==> config.mk <==
export PLATFORM = sky130hd
export DESIGN_NAME = board_cursor_ctrl
export DESIGN_NICKNAME = d
export VERILOG_FILES = /design/src/rtl/board_cursor_ctrl.sv
export SDC_FILE = /design/constraint.sdc
export NUM_CORES = 1
export LEC_CHECK = 0
export BUFFER_PORTS_ARGS = -buffer_cell sky130_fd_sc_hd__buf_2
export CAP_MARGIN = 20
export CORE_MARGIN = 2
export CORE_UTILIZATION = 40
export CTS_CLUSTER_DIAMETER = 150
export DETAILED_ROUTE_END_ITERATION = 10
export PLACE_DENSITY = 0.58
export SYNTH_ARGS = -nofsm -noshare
export SYNTH_HDL_FRONTEND = slang
export SYNTH_SLANG_ARGS = --single-unit
==> constraint.sdc <==
create_clock -name clk -period 5.4 [get_ports clk]
set_clock_uncertainty 0.1 [all_clocks]
set_input_delay 1.08 -clock clk [delete_from_list [all_inputs] [get_ports clk]]
set_output_delay 1.08 -clock clk [all_outputs]
set_load 0.02 [all_outputs]
==> src/rtl/board_cursor_ctrl.sv <==
// Push-button front end for the board: synchronise, debounce and edge-detect five keys,
// then step a wrapping or saturating cursor, with an optional ship-length clamp on the column.
module board_cursor_ctrl #(
  parameter int DEBOUNCE_CYCLES = 500000,
  parameter int BOARD_SIZE      = 5,
  parameter int WRAP            = 1
) (
  input  logic       clk,
  input  logic       rst,
  input  logic       key_up_n,
  input  logic       key_down_n,
  input  logic       key_left_n,
  input  logic       key_right_n,
  input  logic       key_confirm_n,
  input  logic       enable,
  input  logic       place_mode,
  input  logic [2:0] ship_len,
  output logic [2:0] i_actual,
  output logic [2:0] j_actual,
  output logic       confirm_level,
  output logic       confirm_pulse
);

  localparam int              CNT_W     = (DEBOUNCE_CYCLES > 1) ? $clog2(DEBOUNCE_CYCLES) : 1;
  localparam logic [CNT_W-1:0] LP_CNT_TC = CNT_W'(DEBOUNCE_CYCLES - 1);
  localparam logic [3:0]      LP_SIZE   = 4'(BOARD_SIZE);
  localparam logic [3:0]      LP_MAX    = 4'(BOARD_SIZE - 1);

  // Key order in all 5-bit vectors: {confirm, right, left, down, up}
  logic [4:0] w_keys;
  logic [4:0] r_sync1;
  logic [4:0] r_sync2;
  logic [4:0] w_deb;
  logic [4:0] r_deb_q;

  assign w_keys = ~{key_confirm_n, key_right_n, key_left_n, key_down_n, key_up_n};

  always_ff @(posedge clk) begin
    if (rst) begin
      r_sync1 <= '0;
      r_sync2 <= '0;
    end else begin
      r_sync1 <= w_keys;
      r_sync2 <= r_sync1;
    end
  end

  for (genvar g = 0; g < 5; g++) begin : g_deb
    logic [CNT_W-1:0] r_cnt;
    logic             r_state;

    always_ff @(posedge clk) begin
      if (rst) begin
        r_cnt   <= '0;
        r_state <= 1'b0;
      end else if (r_sync2[g] == r_state) begin
        r_cnt <= '0;
      end else if (r_cnt == LP_CNT_TC) begin
        r_state <= r_sync2[g];
        r_cnt   <= '0;
      end else begin
        r_cnt <= r_cnt + 1'b1;
      end
    end

    assign w_deb[g] = r_state;
  end

  always_ff @(posedge clk) begin
    if (rst) begin
      r_deb_q <= '0;
    end else begin
      r_deb_q <= w_deb;
    end
  end

  logic [3:0] w_rise;
  logic       w_up;
  logic       w_down;
  logic       w_left;
  logic       w_right;
  logic       w_conf_fall;

  assign w_rise      = w_deb[3:0] & ~r_deb_q[3:0];
  assign w_up        = w_rise[0] & enable;
  assign w_down      = w_rise[1] & enable;
  assign w_left      = w_rise[2] & enable;
  assign w_right     = w_rise[3] & enable;
  assign w_conf_fall = r_deb_q[4] & ~w_deb[4];

  logic [2:0] r_i;
  logic [2:0] r_j;
  logic       r_pulse;
  logic [3:0] w_i4;
  logic [3:0] w_j4;
  logic [3:0] w_len;
  logic [3:0] w_jmax;
  logic [2:0] w_i_nxt;
  logic [2:0] w_j_nxt;

  assign w_i4 = {1'b0, r_i};
  assign w_j4 = {1'b0, r_j};

  // Effective ship length, clipped into 1..BOARD_SIZE
  always_comb begin
    w_len = {1'b0, ship_len};
    if (ship_len == 3'd0) begin
      w_len = 4'd1;
    end else if (w_len > LP_SIZE) begin
      w_len = LP_SIZE;
    end
  end

  assign w_jmax = place_mode ? (LP_SIZE - w_len) : LP_MAX;

  always_comb begin
    w_i_nxt = r_i;
    if (w_up && !w_down) begin
      if (w_i4 == 4'd0) begin
        w_i_nxt = (WRAP != 0) ? 3'(LP_MAX) : 3'd0;
      end else begin
        w_i_nxt = 3'(w_i4 - 4'd1);
      end
    end else if (w_down && !w_up) begin
      if (w_i4 >= LP_MAX) begin
        w_i_nxt = (WRAP != 0) ? 3'd0 : r_i;
      end else begin
        w_i_nxt = 3'(w_i4 + 4'd1);
      end
    end
  end

  // Column moves use jmax as the right edge; an out-of-range column snaps back first.
  always_comb begin
    w_j_nxt = r_j;
    if (w_left && !w_right) begin
      if (w_j4 == 4'd0) begin
        w_j_nxt = (WRAP != 0) ? 3'(w_jmax) : 3'd0;
      end else begin
        w_j_nxt = 3'(w_j4 - 4'd1);
      end
    end else if (w_right && !w_left) begin
      if (w_j4 >= w_jmax) begin
        w_j_nxt = (WRAP != 0) ? 3'd0 : 3'(w_jmax);
      end else begin
        w_j_nxt = 3'(w_j4 + 4'd1);
      end
    end
    if (place_mode && (w_j4 > w_jmax)) begin
      w_j_nxt = 3'(w_jmax);
    end
  end

  always_ff @(posedge clk) begin
    if (rst) begin
      r_i     <= 3'd0;
      r_j     <= 3'd0;
      r_pulse <= 1'b0;
    end else begin
      r_i     <= w_i_nxt;
      r_j     <= w_j_nxt;
      r_pulse <= w_conf_fall & enable;
    end
  end

  assign i_actual      = r_i;
  assign j_actual      = r_j;
  assign confirm_level = r_deb_q[4];
  assign confirm_pulse = r_pulse;

endmodule

# --- After elaboration in Yosys (flattened, before gate mapping) ---
# Index checks and enable logic that the tools add are counted.
word_totals:
  register_bits: 122
  input_bits: 12
  word_cells: 91
  out_inout_bits: 8
op_classes:
  n_reduce_logical: 24
  order_cmp: 4
  add_sub_neg: 10
  eq_ne: 10
  mux: 12
  n_bitwise: 15
op_table:
  columns: ["cell", "count"]
  rows:
  - ["$add 19x1->19 const B", 5]
  - ["$eq 19x19->1 const B", 5]
  - ["$mux 3", 11]
  - ["$reduce_or 3->1", 5]
  - ["$reduce_and 2->1", 5]
  - ["$logic_not 4->1", 2]
  - ["$add 3x1->3 const B", 2]
  - ["$and 1x1->1", 6]
  - ["$not 1->1", 6]
  - ["$sub 3x1->3 const B", 2]
  - ["$eq 1x1->1", 5]
  - ["$logic_and 1x1->1", 5]
  - ["$not 5->5", 1]
  - ["$and 4x4->4", 1]
  - ["$ge 3x4->1", 1]
  - ["$gt 3x4->1", 1]
  - ["$logic_not 1->1", 4]
  - ["$mux 4", 1]
  - ["$not 4->4", 1]
  - ["$sub 3x4->4 const A", 1]
  - ["$ge 3x3->1 const B", 1]
  - ["$gt 3x3->1 const B", 1]
  - ["$logic_not 3->1", 1]
  - ["$reduce_bool 3->1", 1]
  - ["$reduce_bool 2->1", 1]

# --- Depth between registers and ports, before layout ---
# Gate-level depths: netlist of the first run.
depth:
  ltp_word: 10
  mapped_depth: 8
  mapped_depth_nobuf: 8

# --- Least setup slack after synthesis of the first run ---
# OpenSTA, ideal clock, no wires.
synth_path:
  path_kind: "input port to flip-flop"
  from: "input port ship_len[1]"
  to: "register r_j[2] (netlist: j_actual[2])"
  t_required_ns: 5.166
  setup_time_ns: 0.134
  arrival_time_ns: 2.605
  path_buffers: 0
  cell_stages: 8
  setup_slack_ns: 2.561
  cell_sequence: "xnor2_1 -> nor3b_1 -> ha_1 -> and3b_1 -> o211ai_1 -> nand2_1 -> a221oi_1 -> a211oi_1"
synth_via:
  elab_chain_cells: 10
  word_cells_on_any_way: 15
  classes_between: "add/sub: 1; order compare: 3; mux: 8; reduce/logical: 3"
synth_rtl:
  columns: ["element", "line", "source"]
  rows:
  - ["from (decl)", "17", "input logic [2:0] ship_len,"]
  - ["$gt 3x3->1", "109", "end else if (w_len > LP_SIZE) begin"]
  - ["$mux 3", "109", null]
  - ["$mux 3 (*)", "107", "if (ship_len == 3'd0) begin"]
  - ["$sub 3x4->4 (*)", "114", "assign w_jmax = place_mode ? (LP_SIZE - w_len) : LP_MAX;"]
  - ["$mux 4 (*)", "114", null]
  - ["$ge 3x4->1", "143", "if (w_j4 >= w_jmax) begin"]
  - ["$mux 3", "143", null]
  - ["$mux 3", "142", "end else if (w_right && !w_left) begin"]
  - ["$mux 3", "136", "if (w_left && !w_right) begin"]
  - ["$mux 3", "149", "if (place_mode && (w_j4 > w_jmax)) begin"]
  - ["to (signal assigned)", "161", "r_j <= w_j_nxt;"]
  - ["to (decl)", "92", "logic [2:0] r_j;"]
# Mark *: on every way between the ends. The rest lies on a longest branch, timed or not. The select of a mux whose other input is x is not followed.
# A chain may end at the register's enable or synchronous reset.

# --- Final worst setup path of the first run ---
layout_path:
  from: "input port ship_len[2]"
  to: "register r_j[2] (netlist: j_actual[2])"
# Same word-level chain as after synthesis.

==> qor.txt, run 1 <==
Crit path kind = primary input to register
Iteration count of the initial detailed-routing pass = 4
RSZ-0062 raised after global routing = no
Post-synth EDFFs = 0
Initial antenna violation count = 0
Crit-path slowest cell = o211ai_1
Remaining global-route overflow = 0
Async set or reset register ratio after synthesis = 0
Htree depth = 4
Leakage = 2.17 nW
Post-Syn Area per Cell = 9.07 um2
Vias = 3955
Num rows = 42
M1 wire length = 4860 um
Leading post-synthesis cells by cell area = dfxtp_1, xor2_1, nor2_1, xnor2_1, nand3_1
Mapped Cells = 599
Worst path max stage delay = 0.45 ns
Post-synth top area cell = dfxtp_1
Share of layout cells above drive strength 1 = 0.0964
Type of origin of the critical path = primary input
Ys Warns = 0
Synthesized area = 5430 um2
CTS Buffer Depth = 2
Uppermost routed layer = met4
Main flop type after synthesis = dfxtp_1
Final Util = 0.470
Die Area = 14500 um2
Peak VDD IR = 0.191 mV
Postcts setup bufs = 0
Final max-slew violation count = 0
F_max = 356 MHz
Clock Tree Root = clkbuf_16
# IOs = 20
Area after DPL = 5660 um2
Slew HR = 0.578
Kind of cell adding the most delay to the critical path = compound AO/OA/AOI/OAI gates
Yosys cell types = 51
Seq/Total Area, Yosys = 0.449
Yosys top cell area share = 0.449
Fin Setup TNS = 0 ns
Met2 routed WL = 4140 um
CTS tree = yes
Routed WL = 9520 um
GPL Wtd Cong = 0.852
CP required = 5.57 ns
CP cell instances = buf_2 -> xnor2_1 -> nor3b_1 -> ha_1 -> and3b_1 -> o211ai_1 -> nand2_1 -> a221oi_1 -> a211oi_1
Met3 WL = 310 um
Synth-to-Final Area Change = 14.5%
Port Buf Inserts = 19
Hold WS = 0.337 ns
DR WL/cell = 11.8 um
Die Span X = 121 um
TritonCTS Sinks = 122
First-pass GRT wire length = 17000 um
Clk_lat worst skew = 0.41 ns
Synth Register Bits = 122
Via density = 4.89
DR iter-0 viols = 146
CTS clk-pin slew, worst paths = 0.05 ns
Final instance area = 6220 um2
Die height = 121 um
Total track usage = 0.146
Tcrit/Tclk final = 0.520
Commonest cells in the synthesized netlist = nor2_1, dfxtp_1, xor2_1, nand3_1, xnor2_1
Final setup fails = 0
Filler instances = 1272
Max Cap Viol = 0
Core area = 13200 um2
Post-route ant nets = 0
Starting Density = 0.410
Final nets = 651
Worst-margin pin slew = 0.633 ns
Cts hold-fix bufs = 0
Hpwl dp = 6530 um
Antenna Cells = 0
Min Tclk post-route = 2.81 ns
Critical Path AT = 2.98 ns
Status = finished clean
Syn_nets = 628
PD cells = 330 nW/um2
Residual DRC count = 0
Hold crit path type = register to register
Pin count of the biggest net entering global routing = 33
Endpoints failing hold = 0
Number of buffers and inverters on the critical path = 1
Most common cell in the synthesized netlist = nor2_1
Num CTS Buffers = 17
Crit-path max FO = 8
Post-CTS Resized = 0
Crit path capture type = register
Design Power = 2.05 mW
Vias in the first global route = 3817
==> metal layers <==
| layer | up-vias | global-route usage |
|---|---|---|
| met5 | - | 0 |
| met4 | 0 | 0.0763 |
| met3 | 21 | 0.0500 |
| met2 | 48 | 0.222 |
| met1 | 1812 | 0.183 |
| li1 | 2074 | - |
==> flip-flops by register name, indices dropped and copies added (netlist names) <==
register / count
g_deb.r_cnt: 95
g_deb.r_state: 5
r_deb_q: 5
r_sync1: 5
r_sync2: 5
i_actual: 3
j_actual: 3
confirm_pulse: 1
==> worst reg2reg max path, cell delays in order (launching register included) <==
cell and delay, ns:
dfxtp_1 0.43, ha_1 0.30, and3b_1 0.20, o211ai_1 0.45, nand2_1 0.13, a221oi_1 0.28
a211oi_1 0.11
==> logic make-up after synthesis <==
| family | count (synthesis) | synth area share |
|---|---|---|
| AOI/OAI and AO/OA | 24 | 0.0325 |
| xor gates and xnor gates | 89 | 0.143 |
| adders and majority gates | 17 | 0.0391 |
| buffers and inverters | 31 | 0.0269 |
| DFF | 122 | 0.449 |
| muxes | 6 | 0.0113 |
| and+or+nand+nor | 310 | 0.297 |
==> power breakdown <==
| group | switching (mW) | total [mW] | internal [mW] |
|---|---|---|---|
| Sequential | 0.00901 | 0.919 | 0.910 |
| Combinational | 0.0522 | 0.0875 | 0.0353 |
| Clock | 0.383 | 1.05 | 0.663 |
==> worst paths after layout <==
kind                            slack (ns)                startpoint  cells after the start                  endpoint
worst max-delay path                  2.59               ship_len[2]                      9  j_actual[2]$_SDFFE_PP0P_
worst min-delay path                  0.34     r_sync1[3]$_SDFF_PP0_                      1     r_sync2[3]$_SDFF_PP0_
worst max register to register        3.25  j_actual[2]$_SDFFE_PP0P_                      6  j_actual[2]$_SDFFE_PP0P_
worst min register to register        0.34     r_sync1[3]$_SDFF_PP0_                      1     r_sync2[3]$_SDFF_PP0_
==> placed cells by master, fill, tap and decap left out, types with 5 or more instances in the layout <==
| cell type | Yosys | layout |
|---|---|---|
| nor2b_1 | 15 | 15 |
| mux2i_1 | 5 | 5 |
| nand4_1 | 18 | 18 |
| nor2_1 | 128 | 128 |
| o21ai_0 | 5 | 5 |
| ha_1 | 17 | 17 |
| inv_1 | 16 | 16 |
| buf_2 | 3 | 19 |
| xnor2_1 | 34 | 34 |
| nand3_1 | 44 | 44 |
| nand2b_1 | 9 | 9 |
| clkbuf_8 | 0 | 7 |
| nand2_1 | 29 | 29 |
| xor2_1 | 55 | 55 |
| and4_1 | 10 | 10 |
| nor4b_1 | 9 | 9 |
| clkbuf_16 | 0 | 17 |
| and3_1 | 9 | 9 |
| dfxtp_1 | 122 | 122 |
==> per-stage QoR <==
step / cells / setup slack, ns
finish: 809 / 2.59
global route: 809 / 2.44
CTS: 809 / 2.61
detailed placement: 779 / 2.15
global placement: 779 / 2.25
floorplan: 599 / 2.56
==> area by class of cell <==
type / instances / area [um2] / area share
multi-input cells: 446 / 2850 / 0.457
flip-flops and latches: 122 / 2440 / 0.393
clock buffers: 24 / 522 / 0.0839
well taps: 176 / 220 / 0.0354
repair buffers: 19 / 95.1 / 0.0153
inverters: 16 / 60.1 / 0.00965
clock inverters: 6 / 37.5 / 0.00603
(Power assumes the default switching activity.)
==> inputs of run 2 (changes only) <==
- ABC_AREA: not set -> 1
- PLACE_DENSITY: 0.58 -> 0.57
- clock period: 5.4 -> 2.8 ns (I/O delays scaled with it)
==> qor.txt, run 2 <==
Iteration count of the initial detailed-routing pass = 4 (unchanged)
Met2 usage = 0.254 (was 0.222)
Remaining global-route overflow = 0 (unchanged)
Starting Density = 0.411 (was 0.410)
Num CTS Buffers = 17 (unchanged)
Endpoints failing hold = 0 (unchanged)
CTS clk-pin slew, worst paths = 0.05 ns (about the same)
Postcts setup bufs = 0 (unchanged)
Leakage = 2.59 nW (was 2.17 nW)
Most common cell in the synthesized netlist = nand2_1 (was nor2_1)
Status = finished clean (unchanged)
Met1 usage = 0.195 (was 0.183)
Final Util = 0.472 (was 0.470)
RSZ-0062 raised after global routing = no (unchanged)
Clk_lat worst skew = 0.42 ns (was 0.41 ns)
Min Tclk post-route = 2.03 ns
Max reg flops = 95 (unchanged)
Critical Path AT = 2.24 ns (was 2.98 ns)
Cts hold-fix bufs = 0 (unchanged)
# IOs = 20 (unchanged)
Post-synth EDFFs = 0 (unchanged)
Hold crit path type = primary input to register (was register to register)
Die Area = 16000 um2 (was 14500 um2)
Antenna Cells = 0 (unchanged)
Leading post-synthesis cells by cell area = dfxtp_1, nand2_1, nor2_1, inv_1, nand3_1 (was dfxtp_1, xor2_1, nor2_1, xnor2_1, nand3_1)
Routed WL = 11500 um (was 9520 um)
Port Buf Inserts = 19 (unchanged)
Crit path capture type = register (unchanged)
Post-CTS Resized = 0 (unchanged)
GPL Wtd Cong = 0.817 (was 0.852)
Final nets = 915 (was 651)
Fin Setup TNS = 0 ns (unchanged)
Post-route setup slack = 0.773 ns (was 2.59 ns)
GR Layer Usage met3 = 0.0422 (was 0.0500)
Initial antenna violation count = 0 (unchanged)
Main flop type after synthesis = dfxtp_1 (unchanged)
Grt peak-use layer = met2 (unchanged)
Worst-margin pin slew = 0.399 ns (was 0.633 ns)
Yosys cell types = 38 (was 51)
Crit-path max FO = 17 (was 8)
Vias = 5043 (was 3955)
TritonCTS Sinks = 122 (unchanged)
Ys Warns = 0 (unchanged)
Max Cap Viol = 0 (unchanged)
Post-route ant nets = 0 (unchanged)
DR WL/cell = 10.6 um (was 11.8 um)
Tcrit/Tclk final = 0.724
Post-Syn Area per Cell = 7.05 um2 (was 9.07 um2)
Pin count of the biggest net entering global routing = 22 (was 33)
DR iter-0 viols = 249 (was 146)
Commonest cells in the synthesized netlist = nand2_1, nor2_1, dfxtp_1, inv_1, nand3_1 (was nor2_1, dfxtp_1, xor2_1, nand3_1, xnor2_1)
Total track usage = 0.156 (was 0.146)
Yosys top cell area share = 0.406 (was 0.449)
Peak VDD IR = 0.454 mV (was 0.191 mV)
Hpwl dp = 8250 um (was 6530 um)
Hold WS = 0.192 ns (was 0.337 ns)
Final max-slew violation count = 0 (unchanged)
CTS tree = yes (unchanged)
Synth-to-Final Area Change = 14.9% (was 14.5%)
Pre-CTS WS = 0.506 ns (was 2.15 ns)
Residual DRC count = 0 (unchanged)
Vias in the first global route = 4718 (was 3817)
Type of origin of the critical path = register (was primary input)
Share of layout cells above drive strength 1 = 0.0935 (was 0.0964)
CP required = 3.02 ns (was 5.57 ns)
Slew HR = 0.734 (was 0.578)
CTS Buffer Depth = 2 (unchanged)
Num rows = 44 (was 42)
Most frequent cells in the layout = nand2_1, nor2_1, dfxtp_1 (was nor2_1, dfxtp_1, xor2_1)
F_max = 493 MHz
Mapped Cells = 854 (was 599)
Largest Register = g_deb.r_cnt (unchanged)
Core area = 14600 um2 (was 13200 um2)
PD cells = 605 nW/um2 (was 330 nW/um2)
Post-synth top area cell = dfxtp_1 (unchanged)
Die height = 127 um (was 121 um)
Synth Register Bits = 122 (unchanged)
Syn_nets = 883 (was 628)
Clock Tree Root = clkbuf_16 (unchanged)
First-pass GRT wire length = 20600 um (was 17000 um)
R2R Setup Slk = 0.77 ns (was 3.25 ns)
Async set or reset register ratio after synthesis = 0 (unchanged)
Seq/Total Area, Yosys = 0.406 (was 0.449)
Commonest non-fill, non-tap cell in the layout = nand2_1 (was nor2_1)
Synthesized area = 6020 um2 (was 5430 um2)
Die Span X = 127 um (was 121 um)
Via density = 4.66 (was 4.89)
Crit path kind = register to register (was primary input to register)
Htree depth = 4 (unchanged)
Final setup fails = 0 (unchanged)
## run 2: changes by cell type in the layout (fill, tap and decap cells not counted), moves of 15 or more
cell / delta
nand2_1: +145
a21oi_1: +29
xnor2_1: -20
nor3_1: +31
inv_1: +101
nor2_1: +36
nor2b_1: -15
xor2_1: -33
## run 2: final timing paths
| kind | to | cells after the start | from |
|---|---|---|---|
| worst max register to register | g_deb[1].r_cnt[16]$_SDFF_PP0_ | 10 | g_deb[1].r_cnt[0]$_SDFF_PP0_ |
| worst max-delay path | g_deb[1].r_cnt[16]$_SDFF_PP0_ | 10 | g_deb[1].r_cnt[0]$_SDFF_PP0_ |
| worst min-delay path | r_sync1[2]$_SDFF_PP0_ | 2 | key_left_n |
| worst min register to register | r_sync2[3]$_SDFF_PP0_ | 2 | r_sync1[3]$_SDFF_PP0_ |
## run 2: kinds of logic after synthesis
family                   Yosys count  share of synthesized area
AO/OA/AOI/OAI                     50                     0.0457
XOR/XNOR                          36                     0.0524
adder cells (fa/ha/maj)           17                     0.0353
buffers and inverters            125                     0.0815
flip-flops                       122                      0.406
AND/OR/NAND/NOR                  504                      0.379
## run 2: stage by stage
stage,power [mW],cell area (um2),instances
2_1_floorplan,1.91,6020,854
4_1_cts,4.25,6920,1082
6_report,4.19,6920,1082
3_3_place_gp,1.95,6310,1051
5_1_grt,4.35,6920,1082
3_5_place_dp,1.95,6310,1051
## run 2: layer usage
layer  vias to the layer above  share of wire
met1                      2212           0.50
met4                         0          0.017
met3                        17          0.024
met2                        29           0.46
li1                       2785              -
met5                         -              0
## run 2: critical path: stages, from the launching register on
cell,delay [ns]
dfxtp_1,0.39
ha_1,0.21
nand2_1,0.09
nor2_1,0.13
inv_1,0.08
nor3_1,0.18
nand3_1,0.17
nand2_2,0.31
inv_1,0.13
nand3_1,0.10
inv_1,0.04
## run 2: report_power, final
group | total [mW] | switching [mW] | leakage (nW) | internal [mW]
Sequential | 1.77 | 0.0146 | 0.985 | 1.75
Combinational | 0.146 | 0.0933 | 1.30 | 0.0525
Clock | 2.28 | 0.751 | 0.297 | 1.52
Total | 4.19 | 0.858 | 2.59 | 3.33
## run 2: area by class of cell
type	count	area (um2)
Timing Repair Buffer	21	110
Clock buffer	23	468
Sequential cell	122	2440
Multi-Input combinational cell	607	3090
Inverter	117	439
Tap cell	184	230
Clock inverter	8	143
Fill cell	1527	7730
==> inputs of run 3 (changes only) <==
- ABC_AREA: 1 -> 0
- PLACE_DENSITY: 0.57 -> 0.58
- clock period: 2.8 -> 2.06 ns (I/O delays scaled with it)
==> qor.txt, run 3 (synthesized netlist as in run 1, its figures left out) <==
Status = finished clean (unchanged)
DR WL/cell = 12.1 um (was 10.6 um)
Leakage = 2.28 nW (was 2.59 nW)
Number of buffers and inverters on the critical path = 1 (was 3)
Max reg flops = 95 (unchanged)
Worst-margin pin slew = 0.431 ns (was 0.399 ns)
Remaining global-route overflow = 0 (unchanged)
Post-CTS Resized = 0 (unchanged)
Peak VDD IR = 0.506 mV (was 0.454 mV)
Endpoints failing hold = 0 (unchanged)
Final Util = 0.485 (was 0.472)
First-pass GRT wire length = 18100 um (was 20600 um)
Tcrit/Tclk final = 0.935
# IOs = 20 (unchanged)
Type of origin of the critical path = primary input (was register)
Max Cap Viol = 0 (unchanged)
Reg2reg start = j_actual[0]$_SDFFE_PP0P_ (was g_deb[1].r_cnt[0]$_SDFF_PP0_)
Cts hold-fix bufs = 0 (unchanged)
PD cells = 865 nW/um2 (was 605 nW/um2)
Design Power = 5.56 mW (was 4.19 mW)
Initial antenna violation count = 0 (unchanged)
Min Tclk post-route = 1.93 ns
Area after DPL = 5850 um2 (was 6310 um2)
CP required = 2.27 ns (was 3.02 ns)
TritonCTS Sinks = 122 (unchanged)
Kind of cell adding the most delay to the critical path = compound AO/OA/AOI/OAI gates (was simple AND/OR/NAND/NOR gates)
CTS Buffer Depth = 2 (unchanged)
Postcts setup bufs = 0 (unchanged)
Filler instances = 1295 (was 1527)
Hold wc startpoint = key_right_n (was key_left_n)
Most frequent cells in the layout = nor2_1, dfxtp_1, xor2_1 (was nand2_1, nor2_1, dfxtp_1)
Vias = 4067 (was 5043)
Crit path kind = primary input to register (was register to register)
R2R Setup Slk = 0.15 ns (was 0.77 ns)
Routed WL = 10100 um (was 11500 um)
Crit-path max FO = 4 (was 17)
Antenna Cells = 0 (unchanged)
Slew HR = 0.711 (was 0.734)
Final max-slew violation count = 0 (unchanged)
Worst Hold Path EP = r_sync1[3]$_SDFF_PP0_ (was r_sync1[2]$_SDFF_PP0_)
RSZ-0062 raised after global routing = no (unchanged)
Total track usage = 0.155 (was 0.156)
Hpwl dp = 7140 um (was 8250 um)
Core area = 13200 um2 (was 14600 um2)
Final setup fails = 0 (unchanged)
R2R Path End = j_actual[0]$_SDFFE_PP0P_ (was g_deb[1].r_cnt[16]$_SDFF_PP0_)
GPL Wtd Cong = 0.814 (was 0.817)
Crit path capture type = register (unchanged)
Worst path max stage delay = 0.31 ns (was 0.39 ns)
WHS Path Cells = 2 (unchanged)
CTS tree = yes (unchanged)
Die Span X = 121 um (was 127 um)
Crit-path slowest cell = a221o_1 (was dfxtp_1)
Die height = 121 um (was 127 um)
Via density = 4.89 (was 4.66)
Fin Setup TNS = 0 ns (unchanged)
Post-route ant nets = 0 (unchanged)
Hold crit path type = primary input to register (unchanged)
Synth-to-Final Area Change = 18.3% (was 14.9%)
Iteration count of the initial detailed-routing pass = 4 (unchanged)
F_max = 519 MHz
Htree depth = 4 (unchanged)
Residual DRC count = 0 (unchanged)
Num CTS Buffers = 17 (unchanged)
Starting Density = 0.410 (was 0.411)
CTS clk-pin slew, worst paths = 0.06 ns (was 0.05 ns)
Final nets = 671 (was 915)
Critical Path AT = 2.14 ns (was 2.24 ns)
Vias in the first global route = 4075 (was 4718)
Commonest non-fill, non-tap cell in the layout = nor2_1 (was nand2_1)
DR iter-0 viols = 240 (was 249)
CP cell instances = buf_2 -> xnor2_1 -> nor3b_2 -> ha_1 -> nand2b_1 -> a31o_2 -> a221o_1 -> a311oi_1 (was ha_1 -> nand2_1 -> nor2_1 -> inv_1 -> nor3_1 -> nand3_1 -> nand2_2 -> inv_1 -> nand3_1 -> inv_1)
Clk_lat worst skew = 0.41 ns (was 0.42 ns)
Share of layout cells above drive strength 1 = 0.128 (was 0.0935)
Clock Tree Root = clkbuf_16 (unchanged)
Worst reg2reg path depth = 6 (was 10)
Num rows = 42 (was 44)
Largest Register = g_deb.r_cnt (unchanged)
Port Buf Inserts = 19 (unchanged)
Die Area = 14500 um2 (was 16000 um2)
Pin count of the biggest net entering global routing = 20 (was 22)
Final instance area = 6430 um2 (was 6920 um2)
## run 3: area by class of cell
class	count	area (um2)	area share
well taps	176	220	0.0343
clock buffers	19	433	0.0674
flip-flops and latches	122	2440	0.380
multi-input cells	446	2850	0.444
repair buffers	39	270	0.0421
inverters	16	60.1	0.00935
clock inverters	13	146	0.0228
## run 3: metrics by stage
step           hold slack (ns)  instances  worst slack, ns
6_report                0.0492        831            0.135
5_1_grt                 0.0259        831           0.0141
4_1_cts                 0.0300        831           0.0864
3_5_place_dp             0.328        799           -0.293
3_3_place_gp             0.323        799           -0.168
2_1_floorplan            0.314        599          -0.0641
## run 3: worst max-delay path by stage
| stage | start | end | slack [ns] | cells after the start |
|---|---|---|---|---|
| 6_report | ship_len[2] | j_actual[0]$_SDFFE_PP0P_ | 0.13 | 8 |
| 4_1_cts | j_actual[0]$_SDFFE_PP0P_ | j_actual[0]$_SDFFE_PP0P_ | 0.09 | 6 |
| 2_1_floorplan | ship_len[2] | j_actual[2]$_SDFFE_PP0P_ | -0.06 | 8 |
| 5_1_grt | j_actual[0]$_SDFFE_PP0P_ | j_actual[2]$_SDFFE_PP0P_ | 0.01 | 7 |
| 3_3_place_gp | ship_len[2] | j_actual[0]$_SDFFE_PP0P_ | -0.17 | 8 |
| 3_5_place_dp | ship_len[2] | j_actual[2]$_SDFFE_PP0P_ | -0.29 | 9 |
## run 3: metal layers
metal,part of all wire,vias up,GRT usage
met5,0,-,0
met4,0.0081,0,0.0552
met3,0.037,5,0.0566
met2,0.46,45,0.249
met1,0.49,1893,0.190
li1,-,2124,-
## run 3: where the power goes
group          switching [mW]  internal (mW)
sequential             0.0192           2.39
combinational           0.154          0.123
clock                    1.09           1.79
